File: src/rtl/misc_drive_reader.sv
// Drives registered A/B/C operands into the combinational Misc block, samples XOUT
// after a programmable settle time, and reports the result plus a self-check flag.
module misc_drive_reader #(
    parameter int NX     = 8,
    parameter int NB     = 4,
    parameter int SETTLE = 1
) (
    input  logic          CLK,
    input  logic          RST_N,
    input  logic          REQ_VALID,
    output logic          REQ_READY,
    input  logic [NX-1:0] REQ_A,
    input  logic [NB-1:0] REQ_B,
    input  logic [NX-1:0] REQ_C,
    output logic [NX-1:0] A,
    output logic [NB-1:0] B,
    output logic [NX-1:0] C,
    input  logic [NX-1:0] XOUT,
    output logic          RSP_VALID,
    input  logic          RSP_READY,
    output logic [NX-1:0] RSP_DATA,
    output logic          RSP_MISMATCH,
    input  logic          ERR_CLR,
    output logic [7:0]    ERR_COUNT
);

    generate
        if (SETTLE < 1 || SETTLE > 15) begin : g_bad_settle
            $error("misc_drive_reader: SETTLE must lie in 1..15");
        end
        if (NB > NX) begin : g_bad_nb
            $error("misc_drive_reader: NB must not exceed NX");
        end
    endgenerate

    typedef enum logic [1:0] {
        IDLE = 2'd0,
        WAIT = 2'd1,
        RESP = 2'd2
    } state_t;

    state_t        state, state_nxt;
    logic [3:0]    settle_cnt;
    logic [NX-1:0] expected;
    logic          accept;
    logic          capture;
    logic          mismatch_now;

    // Self-check value: every term zero-extended to NX bits, wrap-around is normal.
    function automatic logic [NX-1:0] calc_expected(input logic [NX-1:0] a,
                                                    input logic [NB-1:0] b,
                                                    input logic [NX-1:0] c);
        return a - NX'(b) + c + NX'(4);
    endfunction

    function automatic logic [7:0] sat_inc(input logic [7:0] v);
        return (v == 8'hFF) ? v : v + 8'd1;
    endfunction

    assign REQ_READY    = (state == IDLE);
    assign RSP_VALID    = (state == RESP);
    assign accept       = REQ_VALID && (state == IDLE);
    assign capture      = (state == WAIT) && (settle_cnt == 4'd1);
    assign expected     = calc_expected(A, B, C);
    // 4-state compare so X/Z on XOUT is flagged in simulation.
    assign mismatch_now = (XOUT !== expected);

    always_ff @(posedge CLK or negedge RST_N) begin
        if (!RST_N) begin
            state <= IDLE;
        end else begin
            state <= state_nxt;
        end
    end

    always_comb begin
        state_nxt = state;
        case (state)
            IDLE:    if (REQ_VALID)  state_nxt = WAIT;
            WAIT:    if (capture)    state_nxt = RESP;
            RESP:    if (RSP_READY)  state_nxt = IDLE;
            default:                 state_nxt = IDLE;
        endcase
    end

    always_ff @(posedge CLK or negedge RST_N) begin
        if (!RST_N) begin
            settle_cnt <= 4'd0;
            ERR_COUNT  <= 8'd0;
        end else begin
            if (accept) begin
                settle_cnt <= 4'(SETTLE);
            end else if (state == WAIT) begin
                settle_cnt <= settle_cnt - 4'd1;
            end
            // A clear coinciding with a mismatch capture leaves exactly that one counted.
            if (ERR_CLR) begin
                ERR_COUNT <= (capture && mismatch_now) ? 8'd1 : 8'd0;
            end else if (capture && mismatch_now) begin
                ERR_COUNT <= sat_inc(ERR_COUNT);
            end
        end
    end

    always_ff @(posedge CLK or negedge RST_N) begin
        if (!RST_N) begin
            A            <= '0;
            B            <= '0;
            C            <= '0;
            RSP_DATA     <= '0;
            RSP_MISMATCH <= 1'b0;
        end else begin
            if (accept) begin
                A <= REQ_A;
                B <= REQ_B;
                C <= REQ_C;
            end
            if (capture) begin
                RSP_DATA     <= XOUT;
                RSP_MISMATCH <= mismatch_now;
            end
        end
    end

endmodule

File: config.mk
export PLATFORM = sky130hd
export DESIGN_NAME = misc_drive_reader
export DESIGN_NICKNAME = d
export VERILOG_FILES = /design/src/rtl/misc_drive_reader.sv
export SDC_FILE = /design/constraint.sdc
export NUM_CORES = 1
export LEC_CHECK = 0
export CAP_MARGIN = 15
export CORE_AREA = 2 2 76 56
export CTS_BUF_LIST = sky130_fd_sc_hd__clkbuf_2 sky130_fd_sc_hd__clkbuf_4 sky130_fd_sc_hd__clkbuf_8
export DETAILED_ROUTE_END_ITERATION = 16
export DIE_AREA = 0 0 78 58
export DONT_BUFFER_PORTS = 1
export PLACE_DENSITY = 0.83
export SLEW_MARGIN = 40
export SYNTH_ARGS = -nofsm -noshare
export SYNTH_HDL_FRONTEND = slang
export SYNTH_SLANG_ARGS = --single-unit
export TNS_END_PERCENT = 100
File: constraint.sdc
create_clock -name CLK -period 8.4 [get_ports CLK]
set_input_delay 0.84 -clock CLK [delete_from_list [all_inputs] [get_ports CLK]]
set_output_delay 0.84 -clock CLK [all_outputs]
set_load 0.1 [all_outputs]
==> metrics.md <==
| Metric | Value |
|---|---|
| Sequential Area | `1120 sq um` |
| Fill cells | `~310` |
| Worst-Margin Slew | `slightly below 900 ps` |
| Async set-reset flop share out of synthesis | `between 90% and 100%` |
| Total CTS buffers | `5` |
| Die height | `slightly below 60 microns` |
| Die width | `approximately 78 microns` |
| Hold_buf cts | `0` |
| Most frequent cell after synthesis | `nand2_1` |
| First-pass DRT Iterations | `5` |
| Post-synth top cells | `nand2_1 (46), dfrtp_1 (43), inv_1 (27)` |
| All-Layer GR Usage | `between 20% and 30%` |
| Io pins | `72` |
| DRC Markers | `0` |
| Antenna violations before repair | `0` |
| Worst slew margin | `about 41%` |
| Post-CTS sizing | `0` |
| Crit-path max cell delay | `690 ps` |
| Cells taking the most area after synthesis | `dfrtp_1 (45%), ha_1 (10%), nand2_1 (7.2%)` |
| Clock Path Buffers | `2` |
| Synthesized flop and latch total | `43` |
| Outcome | `completed` |
| Routability cong. | `just over 0.8` |
| Crit Path Category | `flop to flop` |
| Number of vias in the routed layout | `about 1700` |
| Worst Setup SP | `B[1]$_DFFE_PN0P_` |
| Endpoints failing setup | `0` |
| Clk_lat worst skew | `around 300 ps` |
| DIE AREA | `roughly 4500 sq um` |
| Post-DRT Antenna Nets | `0` |
| R2r worst-path depth | `12` |
| Slowest-stage cell, CP | `dfrtp_2` |
| Input/output buffers | `0` |
| # rows | `19` |
| Gr ovfl total | `0` |
| # Post-CTS Setup Buffers | `0` |
| Total wire length | `4.45 mm` |
| Critical Path AT | `4390 ps` |
| Most used cell, CP | `fa_1` |
| Skew final | `roughly 10 ps` |
| Critical Path RT | `about 8600 ps` |
| Worst Path Buf+Inv | `2` |
| Critical R2R Launch | `B[1]$_DFFE_PN0P_` |
| Area occupied by multi-input gates | `between 1000 and 1500 sq um` |
| Pin count of the biggest net entering global routing | `44` |
| Tcrit/Tclk final | `between 40% and 50%` |
| Synthesized area | `about 2400 sq um` |
| Sum Neg Setup Slack | `0 ps` |
| DP HPWL | `3.35 mm` |
| DR WL/cell | `14.8 microns` |
| Fin. max-slew vios | `0` |
| Clock Sinks | `43` |
| Fmax | `239 MHz` |
| Synth Flop Type | `dfrtp_1` |
| Syn_nets | `just over 300` |
| Yosys top cell area share | `between 40% and 50%` |
| Crit path max fanout | `15` |
| Crit. End Element | `flop` |
| Distinct cells, synth | `36` |
| Core Box Area | `3800 sq um` |
| Clock H-tree levels | `2` |
| Delay-heaviest family, CP | `adder cells` |
| Startpoint types | `flop` |
| DRT iter0 DRCs | `76` |
| Hold Path Class | `input port to async pin` |
| Avg Cell Area, Syn | `9.70 sq um` |
| CTS tree | `yes` |
| Register area share after synthesis | `44.9%` |
| Tmin final | `4180 ps` |
| Yosys top cell by area | `dfrtp_1` |
| Nets | `around 310` |
| RSZ-0062 raised after global routing | `no` |
| EDFF count, synth | `0` |
| CTS Root Cell | `clkbuf_8` |
| Final hold slack | `220 ps` |
| Area Overhead vs Synth | `8.46%` |
| Max-Cap Viols | `0` |
| Number of diodes | `0` |
| Vias in the first global route | `approximately 1500` |
| Synth warnings | `0` |
| Layout cell share with drive strength beyond 1 | `24.1%` |
| First-pass GRT wire length | `around 7.1 mm` |
| Clk pin slew, worst setup/hold paths | `90 ps` |
| Cell Chain, Critical Path | `inv_1 > fa_1 > fa_1 > inv_1 > fa_1 > xor2_1 > xnor2_1 > nor4_2 > nand3_2 > o31ai_4 > o32ai_1 > a31o_1` |
| Post-DR vias/cell | `approximately 5.6` |
| RR Endpoint | `ERR_COUNT[0]$_DFFE_PN0P_` |
| R2r setup slk | `approximately 4200 ps` |
| Hold Vio Cnt, Final | `0` |
| Synth Instances | `about 250` |
| Starting Density | `between 60% and 70%` |
final cells by class:
| cell class | count | share of cell area (%) |
|---|---|---|
| clock buffer | 6 | 3.18 |
| clock inverter | 2 | 1.35 |
| inverter | 27 | 3.90 |
| multi-input combinational | 170 | 45.9 |
| sequential | 43 | 43.0 |
| tap | 52 | 2.50 |
| timing repair buffer | 1 | 0.144 |
placed cells by master, fill, tap and decap left out, types with 2 or more instances in the layout:
master	count
inv_1	27
mux2_2	8
or3_1	3
nor2_1	9
xor2_1	8
nand2b_1	3
or3_2	3
nand3_1	7
ha_1	20
dfrtp_1	10
clkbuf_8	6
nand2_1	46
a21oi_1	8
dfrtp_2	33
or2_2	2
xnor2_1	7
o21ai_0	24
fa_1	4
flip-flops by register name (all words and copies together) (netlist names):
name / count
state: 2
ERR_COUNT: 8
RSP_DATA: 8
A: 8
B: 4
C: 8
RSP_MISMATCH: 1
settle_cnt: 4
worst max path at each step:
| stage | to | slack (ps) | cells past startpoint |
|---|---|---|---|
| global placement | ERR_COUNT[0]$_DFFE_PN0P_ | 4090 | 12 |
| global route | ERR_COUNT[0]$_DFFE_PN0P_ | 3940 | 12 |
| floorplan | ERR_COUNT[0]$_DFFE_PN0P_ | 4290 | 13 |
| finish | ERR_COUNT[0]$_DFFE_PN0P_ | 4220 | 12 |
| CTS | ERR_COUNT[0]$_DFFE_PN0P_ | 3940 | 12 |
| detailed placement | ERR_COUNT[0]$_DFFE_PN0P_ | 3990 | 12 |
layer usage:
metal	part of all wire (%)	vias to the layer above	global-route usage (%)
met2	44	66	31.8
met5	0	-	0
met4	0.94	0	5.26
li1	-	811	-
met3	11	5	10.7
met1	44	793	26.8
through the flow:
stage	setup slack (ps)	cell area, sq um	std cells	utilization [%]
after floorplan	4290	2400	247	-
after global placement	4090	2430	292	63.9
after detailed placement	3990	2460	292	64.6
after CTS	3940	2580	300	67.7
after global routing	3940	2600	301	68.3
final	4220	2600	301	68.3
worst register-to-register path, delay by kind of cell (launching register included):
kind / cells / cell delay (ps)
adders and majority gates: 3 / 1410
AOI/OAI and AO/OA: 3 / 950
and+or+nand+nor: 2 / 480
xor gates and xnor gates: 2 / 330
DFF: 1 / 690
buffers and inverters: 2 / 220
cells by family after synthesis:
family                   after synthesis  share of synthesized area [%]
AO/OA/AOI/OAI                         39                           9.50
XOR/XNOR                              16                           6.16
adder cells (fa/ha/maj)               24                           13.8
buffers and inverters                 34                           5.64
flip-flops                            43                           44.9
multiplexers                           9                           4.18
AND/OR/NAND/NOR                       82                           15.8
Power is left out: the tool's default activity adds up to more than one toggle a clock period on the data nets, which glitch-free logic cannot reach.
